<file path="src/rtl/canvas_arbiter.sv">
// Single-port canvas RAM arbiter: recognizer read > clear sweep > pen draw.
// Define CANVAS_ARB_STATS_EN to add the saturating draw_stall_cnt output.
module canvas_arbiter #(
    parameter int ADDR_W = 10,
    parameter int DEPTH  = 1024
) (
    input  logic              clk,
    input  logic              rst,
    input  logic              rd_en,
    input  logic [ADDR_W-1:0] rd_addr,
    output logic              rd_data,
    input  logic              draw_req,
    input  logic [ADDR_W-1:0] draw_addr,
    input  logic              draw_data,
    output logic              draw_grant,
    input  logic              clear_req,
    output logic              clear_busy,
    output logic              clear_done,
    output logic [1:0]        owner,
    output logic [ADDR_W-1:0] mem_addr,
    output logic              mem_we,
    output logic              mem_wdata,
    input  logic              mem_rdata
`ifdef CANVAS_ARB_STATS_EN
    ,
    output logic [15:0]       draw_stall_cnt
`endif
);

    typedef enum logic [1:0] {C_IDLE, C_PEND, C_RUN} clr_state_e;
    typedef enum logic [1:0] {
        OWN_IDLE  = 2'd0,
        OWN_READ  = 2'd1,
        OWN_CLEAR = 2'd2,
        OWN_DRAW  = 2'd3
    } owner_e;

    localparam logic [ADDR_W-1:0] LAST_ADDR = ADDR_W'(DEPTH - 1);

    clr_state_e        state_q, state_d;
    logic [ADDR_W-1:0] clr_cnt_q, clr_cnt_d;
    logic              done_q, done_d;
    owner_e            own;

    // NOTE: state flops use non-blocking assignments so every flop samples pre-edge values.
    always_ff @(posedge clk) begin
        if (!rst) begin
            state_q   <= C_IDLE;
            clr_cnt_q <= '0;
            done_q    <= 1'b0;
        end else begin
            state_q   <= state_d;
            clr_cnt_q <= clr_cnt_d;
            done_q    <= done_d;
        end
    end

    // NOTE: every output of a combinational block gets a default first, so no latch is inferred.
    always_comb begin
        state_d   = state_q;
        clr_cnt_d = clr_cnt_q;
        done_d    = 1'b0;
        unique case (state_q)
            C_IDLE: if (clear_req) state_d = C_PEND;
            C_PEND: begin
                if (!rd_en) begin
                    state_d   = C_RUN;
                    clr_cnt_d = '0;
                end
            end
            C_RUN: begin
                // A read cycle simply holds the sweep position.
                if (!rd_en) begin
                    if (clr_cnt_q == LAST_ADDR) begin
                        state_d   = C_IDLE;
                        clr_cnt_d = '0;
                        done_d    = 1'b1;
                    end else begin
                        clr_cnt_d = clr_cnt_q + 1'b1;
                    end
                end
            end
            default: state_d = C_IDLE;
        endcase
    end

    always_comb begin
        own        = OWN_IDLE;
        mem_addr   = '0;
        mem_we     = 1'b0;
        mem_wdata  = 1'b0;
        draw_grant = 1'b0;
        if (!rst) begin
            own = OWN_IDLE;
        end else if (rd_en) begin
            own      = OWN_READ;
            mem_addr = rd_addr;
        end else if (state_q == C_RUN) begin
            own      = OWN_CLEAR;
            mem_addr = clr_cnt_q;
            mem_we   = 1'b1;
        end else if (draw_req) begin
            own        = OWN_DRAW;
            mem_addr   = draw_addr;
            mem_we     = 1'b1;
            mem_wdata  = draw_data;
            draw_grant = 1'b1;
        end
    end

    assign owner      = own;
    assign rd_data    = mem_rdata;
    assign clear_busy = rst && (state_q != C_IDLE);
    assign clear_done = rst && done_q;

`ifdef CANVAS_ARB_STATS_EN
    logic [15:0] stall_q, stall_d;

    always_comb begin
        stall_d = stall_q;
        if (draw_req && !draw_grant && (stall_q != 16'hFFFF)) stall_d = stall_q + 16'd1;
    end

    always_ff @(posedge clk) begin
        if (!rst) stall_q <= '0;
        else      stall_q <= stall_d;
    end

    assign draw_stall_cnt = rst ? stall_q : 16'd0;
`endif

endmodule

</file>
<file path="config.mk">
export PLATFORM = sky130hd
export DESIGN_NAME = canvas_arbiter
export DESIGN_NICKNAME = d
export VERILOG_FILES = /design/src/rtl/canvas_arbiter.sv
export SDC_FILE = /design/constraint.sdc
export NUM_CORES = 1
export LEC_CHECK = 0
export BUFFER_PORTS_ARGS = -buffer_cell sky130_fd_sc_hd__buf_2
export CORE_MARGIN = 4
export CORE_UTILIZATION = 50
export CTS_BUF_LIST = sky130_fd_sc_hd__clkbuf_4 sky130_fd_sc_hd__clkbuf_8 sky130_fd_sc_hd__clkbuf_16
export CTS_CLUSTER_DIAMETER = 200
export DETAILED_ROUTE_END_ITERATION = 8
export PLACE_DENSITY = 0.93
export RECOVER_POWER = 100
export SYNTH_ARGS = -nofsm -noshare
export SYNTH_HDL_FRONTEND = slang
export SYNTH_SLANG_ARGS = --single-unit
</file>
<file path="constraint.sdc">
create_clock -name clk -period 2.75 [get_ports clk]
set_input_delay 0.55 -clock clk [delete_from_list [all_inputs] [get_ports clk]]
set_output_delay 0.55 -clock clk [all_outputs]
set_load 0.1 [all_outputs]
</file>
==> impl_metrics.json <==
{
  "fillers": 116,
  "min_from": "clr_cnt_q[9]$_SDFFE_PN0P_",
  "hold_viol": 0,
  "vdd_drop_max_mv": 0.453,
  "cts_setup_buffers": 0,
  "regArea_um2": 260,
  "yosys_most_used_dff": "dfxtp_1",
  "drt-pass1-iter-count": 4,
  "place_hpwl_um": 2990,
  "path_clk_slew_ns": 0.08,
  "drt_first_iter_violations": 101,
  "critPathKind": "in2out",
  "reg2reg_to": "clr_cnt_q[4]$_SDFFE_PN0P_",
  "r2r_cells": 4,
  "crit_arrival_ns": 2.05,
  "holdPathEnd": "clr_cnt_q[9]$_SDFFE_PN0P_",
  "synth-simple-area-share_pct": 39.8,
  "status": "finished, final reports clean",
  "row_count": 15,
  "post_drt_wl_per_cell_um": 19.5,
  "dieArea_um2": 2760,
  "rsz0062_at_grt": "no",
  "cap_violations": 0,
  "drc": 0,
  "synth_compound_area_share_pct": 16.7,
  "fin_worst_skew_ns": 0.00373,
  "power_density_nw_per_um2": 401,
  "max_stage_delay_ns": 0.46,
  "antenna_left": 0,
  "htree_levels": 1,
  "grt_pass1_wl_um": 6420,
  "start_util_pct": 55.0,
  "synth_fa_ha_area_share_pct": 1.26,
  "grt.overflow.total": 0,
  "final.period_utilization_pct": 94.5,
  "hold_buffers": 0,
  "synth_fp_nets": 165,
  "die_y_um": 52.5,
  "synthXorXnorAreaFrac_pct": 6.19,
  "gp_congestion": 0.863,
  "timing.fmax_ghz": 0.385,
  "boundaryPins": 45,
  "synth.ff_latch_count": 13,
  "dp_cells": 197,
  "cts_sinks": 13,
  "layout-drive-gt1-share_pct": 33.5,
  "grt_max_degree": 19,
  "syn_area_um2": 991,
  "fin_hold_ws_ns": 0.551,
  "min_path_cells": 2,
  "worstMarginPinSlew_ns": 1.16,
  "synthCells": 137,
  "worstReg2RegStart": "state_q[0]$_SDFFE_PN0P_",
  "synth_area_leaders": "dfxtp_1 26%, a311oi_1 9.7%, nor2_1 8.3%",
  "leakage_nw": 0.572,
  "coreArea_um2": 1800,
  "critPathMaxFanout": 18,
  "setup_viol": 0,
  "start_kind": "input port",
  "yosysTopAreaCell": "dfxtp_1",
  "fin_area_um2": 1490,
  "grt_pass1_vias": 1334,
  "slew_viol_final": 0,
  "diodes": 0,
  "vias": 1320,
  "slew_headroom_pct": 22.7,
  "dpl_cell_area_um2": 1570,
  "final_core_util_pct": 82.7,
  "ys_types": 35,
  "clk_latency_ns": 0.29,
  "required_ns": 2.20,
  "hp-class": "reg2reg",
  "numPortBuffers": 42,
  "final_cells": 201,
  "final_nets": 205,
  "slowest_stage": "inv_1",
  "yosysSeqAreaShare_pct": 26.3,
  "synth_top_area_share_pct": 26.3,
  "reg2reg_setup_slack_ns": 0.77,
  "wl_um": 3920,
  "gr-usage-all-layers_pct": 32.0,
  "synthMuxAreaShare_pct": 1.01,
  "post_cts_resized": 0,
  "die_w_um": 52.5,
  "synth_top_family_by_area": "simple AND/OR/NAND/NOR gates",
  "avgSynthCellArea_um2": 7.23,
  "min_period_ns": 2.60,
  "synthArstFlopShare_pct": 0,
  "antenna_found_initial": 0,
  "endpoint_kind": "output port",
  "multiInputGateArea_um2": 752,
  "cts_buffers": 3,
  "crit_path_cell_trace": "buf_2 > inv_1 > nand2_1 > nor2_2 > and2_2 > buf_4",
  "synth_edf_count": 0,
  "vias_per_cell": 6.57,
  "synth_warnings": 0,
  "cts_tree": "yes",
  "max-clock-path-buffers": 2,
  "root_buffer": "clkbuf_4",
  "syn_to_final_growth_pct": 50.4
}
==> layout by cell type, fill, tap and decap left out, types with 2 or more instances in the layout <==
cell type	instances
a21oi_1	3
a311oi_1	5
a311oi_4	6
a31oi_1	3
and2_1	2
and3_1	3
buf_12	10
buf_2	25
buf_4	4
clkbuf_1	2
clkbuf_4	8
dfxtp_1	13
inv_1	2
nand2_1	19
nand3_1	16
nand4_1	2
nor2_1	21
nor3_1	2
nor3b_1	2
nor4b_1	2
o21ai_0	2
or4_1	2
xnor2_1	6
==> sequential cells by signal (all words and copies together) (netlist names) <==
signal     count
state_q        2
clr_cnt_q     10
done_q         1
==> worst max-delay path, delay by kind of cell <==
kind / cells / cell delay, ns
buffers and inverters: 3 / 0.92
AND/OR/NAND/NOR: 3 / 0.57
==> final cells by class <==
class | count | area share [%]
flip-flops and latches | 13 | 17.5
clock buffers | 4 | 2.02
well taps | 25 | 2.10
multi-input cells | 110 | 50.5
repair buffers | 46 | 27.2
inverters | 3 | 0.756
==> stage by stage <==
stage	power (mW)	setup TNS, ns	worst slack (ns)
global route	0.623	0	0.0666
floorplan	0.397	-0.982	-0.229
global placement	0.478	0	0.253
CTS	0.618	0	0.157
finish	0.597	0	0.150
detailed placement	0.488	0	0.147
==> how the worst max path moves through the flow <==
stage	start	end	slack (ns)	cells past startpoint
2_1_floorplan	rst	mem_addr[8]	-0.23	3
5_1_grt	state_q[1]$_SDFFE_PN0P_	mem_addr[1]	0.07	6
3_3_place_gp	rd_en	mem_wdata	0.25	6
3_5_place_dp	rd_en	mem_wdata	0.15	6
4_1_cts	rd_en	mem_wdata	0.16	6
6_report	rd_en	mem_wdata	0.15	6
==> synthesized netlist by cell type (all sizes together) (3+ instances only) <==
cell type and count:
a311oi 11, nor2 22, and3 3, buf 4, clkbuf 7, nand3 16, and2 3, dfxtp 13
xnor2 6, a21oi 4, a31oi 3, nand2 19
==> layer usage <==
| metal | wire length, um | GRT usage [%] | vias to the layer above |
|---|---|---|---|
| li1 | - | - | 571 |
| met1 | 1300 | 34.1 | 611 |
| met2 | 1960 | 53.1 | 100 |
| met3 | 327 | 8.26 | 38 |
| met4 | 328 | 24.7 | 0 |
| met5 | 0 | 0 | - |
==> kinds of logic (layout without fill, tap and decap cells) <==
family          count (synthesis)  count (layout)
simple gates                   79              79
compound gates                 22              22
buf+inv                        14              53
flops                          13              13
xor+xnor                        7               7
fa+ha+maj                       1               1
mux                             1               1
==> report_power, final <==
part | internal [mW] | switching (mW)
clock | 0.0664 | 0.0675
sequential | 0.192 | 0.00715
combinational | 0.0834 | 0.181
(Power assumes the default switching activity.)
